===== config.mk =====
export PLATFORM = sky130hd
export DESIGN_NAME = common_memory_reader_flat
export DESIGN_NICKNAME = d
export VERILOG_FILES = /design/src/rtl/common_memory_reader_if.sv /design/src/rtl/common_memory_reader.sv /design/src/flat_wrapper.sv
export SDC_FILE = /design/constraint.sdc
export NUM_CORES = 1
export LEC_CHECK = 0
export BUFFER_PORTS_ARGS = -buffer_cell sky130_fd_sc_hd__buf_2
export CAP_MARGIN = 20
export CORE_MARGIN = 2
export CORE_UTILIZATION = 40
export CTS_CLUSTER_DIAMETER = 120
export DETAILED_ROUTE_END_ITERATION = 8
export MAX_ROUTING_LAYER = met4
export PLACE_DENSITY = 0.66
export SLEW_MARGIN = 20
export SYNTH_ARGS = -nofsm -noshare
export SYNTH_HDL_FRONTEND = slang
export SYNTH_SLANG_ARGS = --single-unit

===== constraint.sdc =====
create_clock -name iclk -period 3.5 [get_ports iclk]
set_input_delay 0.875 -clock iclk [delete_from_list [all_inputs] [get_ports iclk]]
set_output_delay 0.875 -clock iclk [all_outputs]
set_load 0.03 [all_outputs]

===== src/rtl/common_memory_reader_if.sv =====
// ---------------------------------------------------------------------------
// common_memory_reader_if
// Bundles the request, memory and consumer-handshake signals of the common
// memory reader. Signal names are the reader's port names.
//   slave  : the reader itself (takes request, drives memory strobe/address,
//            presents the read word)
//   master : the surrounding system (CPU datapath, memory, consumer)
// Signals:
//   ireq/iaddr            read request and address from the datapath
//   obusy                 reader not idle
//   omem_addr/omem_re     address and one-cycle read strobe to memory
//   imem_data/imem_valid  memory response
//   odata/ovalid/iready   captured word and its valid/ready handshake
//   oerr                  one-cycle timeout pulse
// ---------------------------------------------------------------------------
interface common_memory_reader_if #(
  parameter int DATA_WIDTH = 16,
  parameter int ADDR_WIDTH = 8
);
  logic                  ireq;
  logic [ADDR_WIDTH-1:0] iaddr;
  logic                  obusy;
  logic [ADDR_WIDTH-1:0] omem_addr;
  logic                  omem_re;
  logic [DATA_WIDTH-1:0] imem_data;
  logic                  imem_valid;
  logic [DATA_WIDTH-1:0] odata;
  logic                  ovalid;
  logic                  iready;
  logic                  oerr;

  modport slave (
    input  ireq, iaddr, imem_data, imem_valid, iready,
    output obusy, omem_addr, omem_re, odata, ovalid, oerr
  );

  modport master (
    output ireq, iaddr, imem_data, imem_valid, iready,
    input  obusy, omem_addr, omem_re, odata, ovalid, oerr
  );
endinterface


===== src/rtl/common_memory_reader.sv =====
// ---------------------------------------------------------------------------
// common_memory_reader
// Read-side controller for the shared common memory. Accepts one read request
// at a time, pulses the memory read strobe for one cycle, waits (bounded by
// TIMEOUT cycles) for the memory's data-valid, then holds the returned word
// under a valid/ready handshake until the consumer takes it.
// Ports:
//   iclk    clock, rising edge
//   irst_n  asynchronous active-low reset
//   bus     common_memory_reader_if.slave (request, memory, consumer signals)
// All outputs come straight from flops or from a decode of the state flops;
// no input reaches an output combinationally.
// ---------------------------------------------------------------------------
module common_memory_reader #(
  parameter int DATA_WIDTH = 16,
  parameter int ADDR_WIDTH = 8,
  parameter int TIMEOUT    = 15   // legal range 1..255
) (
  input  logic                    iclk,
  input  logic                    irst_n,
  common_memory_reader_if.slave   bus
);

  localparam int                CNT_W    = $clog2(TIMEOUT + 1);
  localparam logic [CNT_W-1:0]  CNT_LAST = CNT_W'(TIMEOUT - 1);

  typedef enum logic [1:0] {
    S_IDLE,
    S_REQ,
    S_WAIT,
    S_HOLD
  } state_e;

  state_e                state_q, state_d;
  logic [CNT_W-1:0]      cnt_q,   cnt_d;
  logic [ADDR_WIDTH-1:0] addr_q,  addr_d;
  logic [DATA_WIDTH-1:0] data_q,  data_d;
  logic                  err_q,   err_d;

  always_comb begin
    // NOTE: every signal gets its default before the case, so no branch can
    // leave one unassigned and infer a latch.
    state_d = state_q;
    cnt_d   = cnt_q;
    addr_d  = addr_q;
    data_d  = data_q;
    err_d   = 1'b0;

    unique case (state_q)
      S_IDLE: begin
        if (bus.ireq) begin
          addr_d  = bus.iaddr;
          state_d = S_REQ;
        end
      end
      S_REQ: begin
        cnt_d   = '0;
        state_d = S_WAIT;
      end
      S_WAIT: begin
        // Data wins over the timeout when both land on the same edge.
        if (bus.imem_valid) begin
          data_d  = bus.imem_data;
          state_d = S_HOLD;
        end else if (cnt_q == CNT_LAST) begin
          err_d   = 1'b1;
          state_d = S_IDLE;
        end else begin
          cnt_d = cnt_q + CNT_W'(1);
        end
      end
      S_HOLD: begin
        if (bus.iready) begin
          state_d = S_IDLE;
        end
      end
      default: state_d = S_IDLE;
    endcase
  end

  always_ff @(posedge iclk or negedge irst_n) begin
    if (!irst_n) begin
      state_q <= S_IDLE;
      cnt_q   <= '0;
      addr_q  <= '0;
      data_q  <= '0;
      err_q   <= 1'b0;
    end else begin
      // NOTE: non-blocking so every flop updates from pre-edge values.
      state_q <= state_d;
      cnt_q   <= cnt_d;
      addr_q  <= addr_d;
      data_q  <= data_d;
      err_q   <= err_d;
    end
  end

  // Strobe, valid and busy are pure decodes of the state register, so they
  // drop together with it when reset is asserted.
  assign bus.obusy     = (state_q != S_IDLE);
  assign bus.omem_re   = (state_q == S_REQ);
  assign bus.ovalid    = (state_q == S_HOLD);
  assign bus.omem_addr = addr_q;
  assign bus.odata     = data_q;
  assign bus.oerr      = err_q;

endmodule


===== src/flat_wrapper.sv =====
// flat-port wrapper written by rule: the top's interface ports become plain ports
module common_memory_reader_flat 
#(
  parameter int DATA_WIDTH = 16,
  parameter int ADDR_WIDTH = 8,
  parameter int TIMEOUT    = 15                        
)
  (iclk, irst_n, bus_ireq, bus_iaddr, bus_imem_data, bus_imem_valid, bus_iready, bus_obusy, bus_omem_addr, bus_omem_re, bus_odata, bus_ovalid, bus_oerr);
  common_memory_reader_if #(.DATA_WIDTH(DATA_WIDTH), .ADDR_WIDTH(ADDR_WIDTH)) bus_i ();
  input  logic iclk;
  input  logic irst_n;
  input wire logic [$bits(bus_i.ireq)-1:0] bus_ireq;
  input wire logic [$bits(bus_i.iaddr)-1:0] bus_iaddr;
  input wire logic [$bits(bus_i.imem_data)-1:0] bus_imem_data;
  input wire logic [$bits(bus_i.imem_valid)-1:0] bus_imem_valid;
  input wire logic [$bits(bus_i.iready)-1:0] bus_iready;
  output wire logic [$bits(bus_i.obusy)-1:0] bus_obusy;
  output wire logic [$bits(bus_i.omem_addr)-1:0] bus_omem_addr;
  output wire logic [$bits(bus_i.omem_re)-1:0] bus_omem_re;
  output wire logic [$bits(bus_i.odata)-1:0] bus_odata;
  output wire logic [$bits(bus_i.ovalid)-1:0] bus_ovalid;
  output wire logic [$bits(bus_i.oerr)-1:0] bus_oerr;
  assign bus_i.ireq = bus_ireq;
  assign bus_i.iaddr = bus_iaddr;
  assign bus_i.imem_data = bus_imem_data;
  assign bus_i.imem_valid = bus_imem_valid;
  assign bus_i.iready = bus_iready;
  assign bus_obusy = bus_i.obusy;
  assign bus_omem_addr = bus_i.omem_addr;
  assign bus_omem_re = bus_i.omem_re;
  assign bus_odata = bus_i.odata;
  assign bus_ovalid = bus_i.ovalid;
  assign bus_oerr = bus_i.oerr;
  common_memory_reader #(.DATA_WIDTH(DATA_WIDTH), .ADDR_WIDTH(ADDR_WIDTH), .TIMEOUT(TIMEOUT)) u_core (.iclk(iclk), .irst_n(irst_n), .bus(bus_i));
endmodule

==> results of run 1 <==
## where the power goes
part	internal [mW]	leakage (nW)	total (mW)	switching, mW
Sequential	0.521	0.377	0.609	0.0877
Combinational	0.355	0.496	0.956	0.601
Clock	0.169	0.0482	0.286	0.117
Total	1.04	0.921	1.85	0.806
## registers in the layout, summed over array words and instances, names as in the netlist
register	count
u_core.bus.oerr	1
u_core.state_q	2
u_core.bus.odata	16
u_core.bus.omem_addr	8
u_core.cnt_q	4
## stage by stage
stage / std cells / area, sq um / total power, mW
floorplan: 106 / 1420 / 1.33
global placement: 206 / 1740 / 1.55
detailed placement: 206 / 1740 / 1.58
CTS: 214 / 1830 / 1.87
global route: 214 / 1830 / 1.97
finish: 214 / 1830 / 1.85
## how the worst max path moves through the flow
stage | slack (ns) | endpoint | startpoint | cells past startpoint
after floorplan | 1.77 | bus_obusy | u_core.state_q[0] | 3
after global placement | 1.64 | bus_obusy | u_core.state_q[0] | 4
after detailed placement | 1.58 | bus_obusy | u_core.state_q[0] | 4
after CTS | 1.21 | bus_obusy | u_core.state_q[0] | 4
after global routing | 1.13 | bus_obusy | u_core.state_q[0] | 4
final | 1.22 | bus_obusy | u_core.state_q[0] | 4
## layer usage
metal	part of all wire [%]	track usage, %	vias up
met4	1.8	6.52	0
met5	0	-	-
met1	40	16.2	488
li1	-	-	502
met2	51	23.7	34
met3	7.3	5.89	7
## area by class of cell
class,instances,area (sq um)
fill,300,1530
clock buffer,6,51.3
tap,46,57.6
multi-input combinational,66,603
timing repair buffer,56,280
sequential,31,776
clock inverter,2,35.0
inverter,7,26.3
## cells in the mapped netlist, drive strengths merged
master / instances / share of area (%)
buf: 2 / 1.1
o31ai: 1 / 0.53
a311oi: 1 / 0.62
a2bb2oi: 1 / 0.62
nor3: 1 / 0.35
o32ai: 1 / 0.62
and2b: 1 / 0.53
a31oi: 1 / 0.44
dfrtp: 31 / 55
a21o: 1 / 0.53
mux2: 24 / 20
nand4b: 1 / 0.62
o22a: 1 / 0.62
nand2: 8 / 2.3
nand4: 3 / 1.3
inv: 7 / 1.8
a221oi: 1 / 0.62
nand3: 2 / 1.6
nor2: 2 / 0.53
o21ai: 3 / 1.1
a21oi: 4 / 1.4
nor3b: 1 / 0.53
ha: 7 / 6.2
o22ai: 1 / 1.4
## kinds of logic (layout without fill, tap and decap cells)
logic type / count (synthesis) / in the layout
muxes: 24 / 24
and+or+nand+nor: 19 / 19
buffers and inverters: 9 / 71
AOI/OAI and AO/OA: 16 / 16
DFF: 31 / 31
adders and majority gates: 7 / 7
==> flow_metrics.tcl, run 1 <==
set metrics [dict create \
    cp_top_family "flip-flops" \
    whs_path_depth 1 \
    start_util_pct 42.3 \
    hp-start "u_core.bus.odata[14]" \
    powerDensity_nw_per_um2 1010 \
    core-area_sq_um 3360 \
    vias 1031 \
    holdCritPathClass "reg2reg" \
    r2r-end "u_core.bus.odata[8]" \
    cts_tree "done" \
    path_buf_inv 3 \
    fin_ws_ns 1.22 \
    drt_iter0_drc 38 \
    cts_setup_buffers 0 \
    clock.fmax_mhz 439 \
    drc 0 \
    ys_seq_area_share_pct 54.6 \
    cts_resized 0 \
    clock_sinks 31 \
    dp_hpwl_um 2090 \
    synth_cell_types 29 \
    run_status "completed" \
    cts_htree_levels 2 \
    ys_seq_elements 31 \
    cts_buffers 5 \
    clockRootBuffer "clkbuf_4" \
    antenna_cells 0 \
    synth_xor_area_share_pct 0 \
    synthSimpleGateAreaFrac_pct 7.75 \
    worstMarginPinSlew_ns 0.664 \
    grt_overflow_total 0 \
    hold_ws_ns 0.506 \
    synth-adder-area-share_pct 6.16 \
    clock_latency_ns 0.33 \
    worstPathCellList "inv_1, ha_1, inv_2, buf_2" \
    grt_usage_pct 14.8 \
    synth_area_sq_um 1420 \
    io_buffers 56 \
    drtAntennaViolNets 0 \
    syn_nets 142 \
    grt_start_max_net_pins 32 \
    die_x_um 63.6 \
    timing.slew.headroom_pct 55.7 \
    synth_compound_area_share_pct 8.45 \
    die-area_sq_um 4050 \
    rsz0062_at_grt "false" \
    clkTransAtPathRegs_ns 0.09 \
    period_share_pct 65.0 \
    ios 57 \
    firstDrtPassIters 4 \
    grt_pass1_vias 1012 \
    synth_cells 106 \
    hold_buffers 0 \
    holdPathEnd "u_core.bus.odata[14]" \
    grt_pass1_wl_um 4480 \
    cap_violations 0 \
    ys.warnings.count 0 \
    final-setup-viol-count 0 \
    synth_top_family_by_area "multiplexers" \
    wire_per_inst_um 12.6 \
    r2r_start "u_core.state_q[0]" \
    synthMuxAreaShare_pct 20.1 \
    reg2reg_depth 4 \
    crit_arrival_ns 1.40 \
    area.growth.synth_to_final_pct 28.7 \
    cp_slowest_stage_delay_ns 0.43 \
    drt_wl_total_um 2690 \
    antenna_found_initial 0 \
    maxSlewViolCount 0 \
    finClkSkew_ns 0.00666 \
    nets 203 \
    fin_crit_ns 2.28 \
    worstSetupPathType "reg2out" \
    clk_path_buf_depth 2 \
    worstPathRequired_ns 2.62 \
    syn_area_per_cell_sq_um 13.4 \
    cp_slowest_cell "dfrtp_1" \
    die_y_um 63.6 \
    final_util_pct 54.4 \
    final_cell_mix "56 x buf_2, 31 x dfrtp_1, 20 x mux2_2" \
    leakagePower_nw 0.921 \
    layout_commonest_cell "buf_2" \
    ir_drop_v 0.000346 \
    post-place-ws_ns 1.58 \
    vias_per_cell 4.82 \
    endpoint_kind "output pin" \
    r2r_slack_ns 1.65 \
    place_congestion 0.768 \
    setup_tns_ns 0 \
    rows 21 \
    drive_gt1_share_pct 54.8 \
    crit_path_max_fanout 5 \
    hold_viol_final 0 \
    startpoint_type "register" \
]
(Power assumes the default switching activity.)
==> run 2, diff against run 1 <==
--- a/config.mk
+++ b/config.mk
@@ -12,7 +12,7 @@
 export CTS_CLUSTER_DIAMETER = 120
 export DETAILED_ROUTE_END_ITERATION = 8
 export MAX_ROUTING_LAYER = met4
-export PLACE_DENSITY = 0.66
+export PLACE_DENSITY = 0.69
 export SLEW_MARGIN = 20
 export SYNTH_ARGS = -nofsm -noshare
 export SYNTH_HDL_FRONTEND = slang
==> constraint.sdc (replaced) <==
create_clock -name iclk -period 1.9 [get_ports iclk]
set_input_delay 0.475 -clock iclk [delete_from_list [all_inputs] [get_ports iclk]]
set_output_delay 0.475 -clock iclk [all_outputs]
set_load 0.03 [all_outputs]
==> run 2 against run 1 <==
Against the previous run:
- cell count increased by 2.3%
- design area increased by 0.21%
- sequential share of layout area decreased by 0.087 points
- critical endpoint unchanged
- clock power increased by 22%
- critical path type unchanged
- power increased by 80%
- routed wire length increased by 7.5%
- highest routed layer unchanged
- non-clock buffer count increased by 5
- count of clock-buffer cells in the layout increased by 1
==> flow_metrics.tcl, run 2 (synthesized netlist as in run 1, its figures left out) <==
set metrics [dict create \
    run_status "completed" \
    r2r_slack_ns 0.30 \
    clock_sinks 31 \
    post-place-cells 207 \
    holdCritPathClass "in2async" \
    vias 1079 \
    drt_wl_total_um 2900 \
    clkTransAtPathRegs_ns 0.09 \
    crit_top_cell "inv_2" \
    setup_tns_ns 0 \
    antenna_found_initial 0 \
    clock.fmax_mhz 560 \
    worstPathRequired_ns 1.42 \
    multi_input_area_sq_um 603 \
    clk_path_buf_depth 2 \
    cp_slowest_cell "dfrtp_1" \
    cts_buffers 5 \
    place_congestion 0.771 \
    hold_buffers 0 \
    timing.slew.headroom_pct 56.1 \
    crit_arrival_ns 1.31 \
    grt_pass1_wl_um 4710 \
    nets 208 \
    worstSetupPathType "reg2out" \
    grtUsageMet1_pct 17.8 \
    use_met3_pct 4.64 \
    worstPathCellList "inv_2, ha_1, inv_2, clkbuf_4" \
    p_int_mw 1.83 \
    powerDensity_nw_per_um2 1820 \
    grt_overflow_total 0 \
    clockRootBuffer "clkbuf_4" \
    final-setup-viol-count 0 \
    drive_gt1_share_pct 56.1 \
    dp_hpwl_um 2150 \
    power.share.switching_pct 45.2 \
    startpoint_type "register" \
    grt_pass1_vias 1075 \
    largest_register_ffs 16 \
    final_cell_mix "55 x buf_2, 31 x dfrtp_1, 20 x mux2_2" \
    vias_per_cell 4.93 \
    io_buffers 56 \
    rsz0062_at_grt "false" \
    firstDrtPassIters 4 \
    core-area_sq_um 3360 \
    crit_path_max_fanout 5 \
    r2r_start "u_core.state_q[1]" \
    busiest_layer "met2" \
    r2r-end "u_core.bus.odata[15]" \
    cts_tree "done" \
    period_share_pct 94.0 \
    grt_usage_pct 15.3 \
    power_frac_comb_pct 55.7 \
    stdcell_count 219 \
    clock_latency_ns 0.31 \
    die-area_sq_um 4050 \
    power.switching_mw 1.51 \
    n_fill_cell 326 \
    ios 57 \
    antenna_cells 0 \
    start_util_pct 42.3 \
    layout_commonest_cell "buf_2" \
    drtAntennaViolNets 0 \
    endpoint_kind "output pin" \
    grt_start_max_net_pins 32 \
    hold_viol_final 0 \
    finClkSkew_ns 0.00673 \
    cap_violations 0 \
    worstMarginPinSlew_ns 0.658 \
    area.growth.synth_to_final_pct 29.0 \
    regArea_sq_um 776 \
    drc 0 \
    reg2reg_depth 4 \
    rows 21 \
    wire_per_inst_um 13.2 \
    use_met2_pct 24.5 \
    ir_drop_v 0.000740 \
    p_clk_share_pct 10.5 \
    seq_power_share_pct 33.8 \
    hold_ws_ns 0.178 \
    die_x_um 63.6 \
    leakagePower_nw 0.926 \
    die_y_um 63.6 \
    maxSlewViolCount 0 \
    cp_slowest_stage_delay_ns 0.41 \
    drt_iter0_drc 32 \
    cts_htree_levels 2 \
    fin_crit_ns 1.79 \
]
[run 2: worst max-delay path, delay by kind of cell (launching register included)]
kind,cells,cell delay [ns]
DFF,1,0.41
buffers and inverters,3,0.38
adders and majority gates,1,0.22
[run 2: timing repair]
item | 4_1_cts | 5_1_grt
setup endpoints to repair | 0 | 1
resized for setup | 0 | 3
buffers inserted | 0 | 4
[run 2: routing by layer]
| metal | share of wire [%] | vias up | routed length (um) |
|---|---|---|---|
| met5 | 0 | - | 0 |
| met4 | 1.4 | 0 | 42 |
| met3 | 5.4 | 4 | 156 |
| met2 | 53 | 31 | 1530 |
| met1 | 40 | 524 | 1160 |
| li1 | - | 520 | - |
[run 2: worst max-delay path by stage]
stage / start / end / slack, ns / depth (start not counted)
after floorplan: u_core.state_q[0] / u_core.state_q[0] / 0.44 / 5
after global placement: u_core.state_q[0] / u_core.bus.odata[7] / 0.37 / 4
after detailed placement: u_core.state_q[0] / u_core.bus.odata[15] / 0.30 / 4
after CTS: u_core.state_q[1] / bus_obusy / 0.01 / 4
after global routing: u_core.state_q[1] / bus_obusy / 0.04 / 4
final: u_core.state_q[1] / bus_obusy / 0.11 / 4
[run 2: final cells by class]
type,count,share of cell area [%]
sequential,31,42.3
multi-input combinational,66,32.9
timing repair buffer,61,17.5
tap,46,3.14
clock buffer,7,2.46
inverter,7,1.43
clock inverter,1,0.273
[run 2: metrics by stage]
step	worst slack, ns	util (%)	cell area [sq um]	power, mW
floorplan	0.442	-	1420	2.44
global placement	0.366	52.0	1750	2.87
detailed placement	0.297	52.0	1750	2.93
CTS	0.0107	53.5	1800	3.29
global route	0.0378	54.5	1830	3.56
finish	0.114	54.5	1830	3.34
[run 2: power groups by stage]
stage | Clock (mW) | Combinational, mW | Sequential [mW]
6_report | 0.350 | 1.86 | 1.13
3_3_place_gp | 0 | 1.75 | 1.12
2_1_floorplan | 0 | 0.790 | 1.66
4_1_cts | 0.369 | 1.79 | 1.13
3_5_place_dp | 0 | 1.79 | 1.14
5_1_grt | 0.404 | 2.00 | 1.16
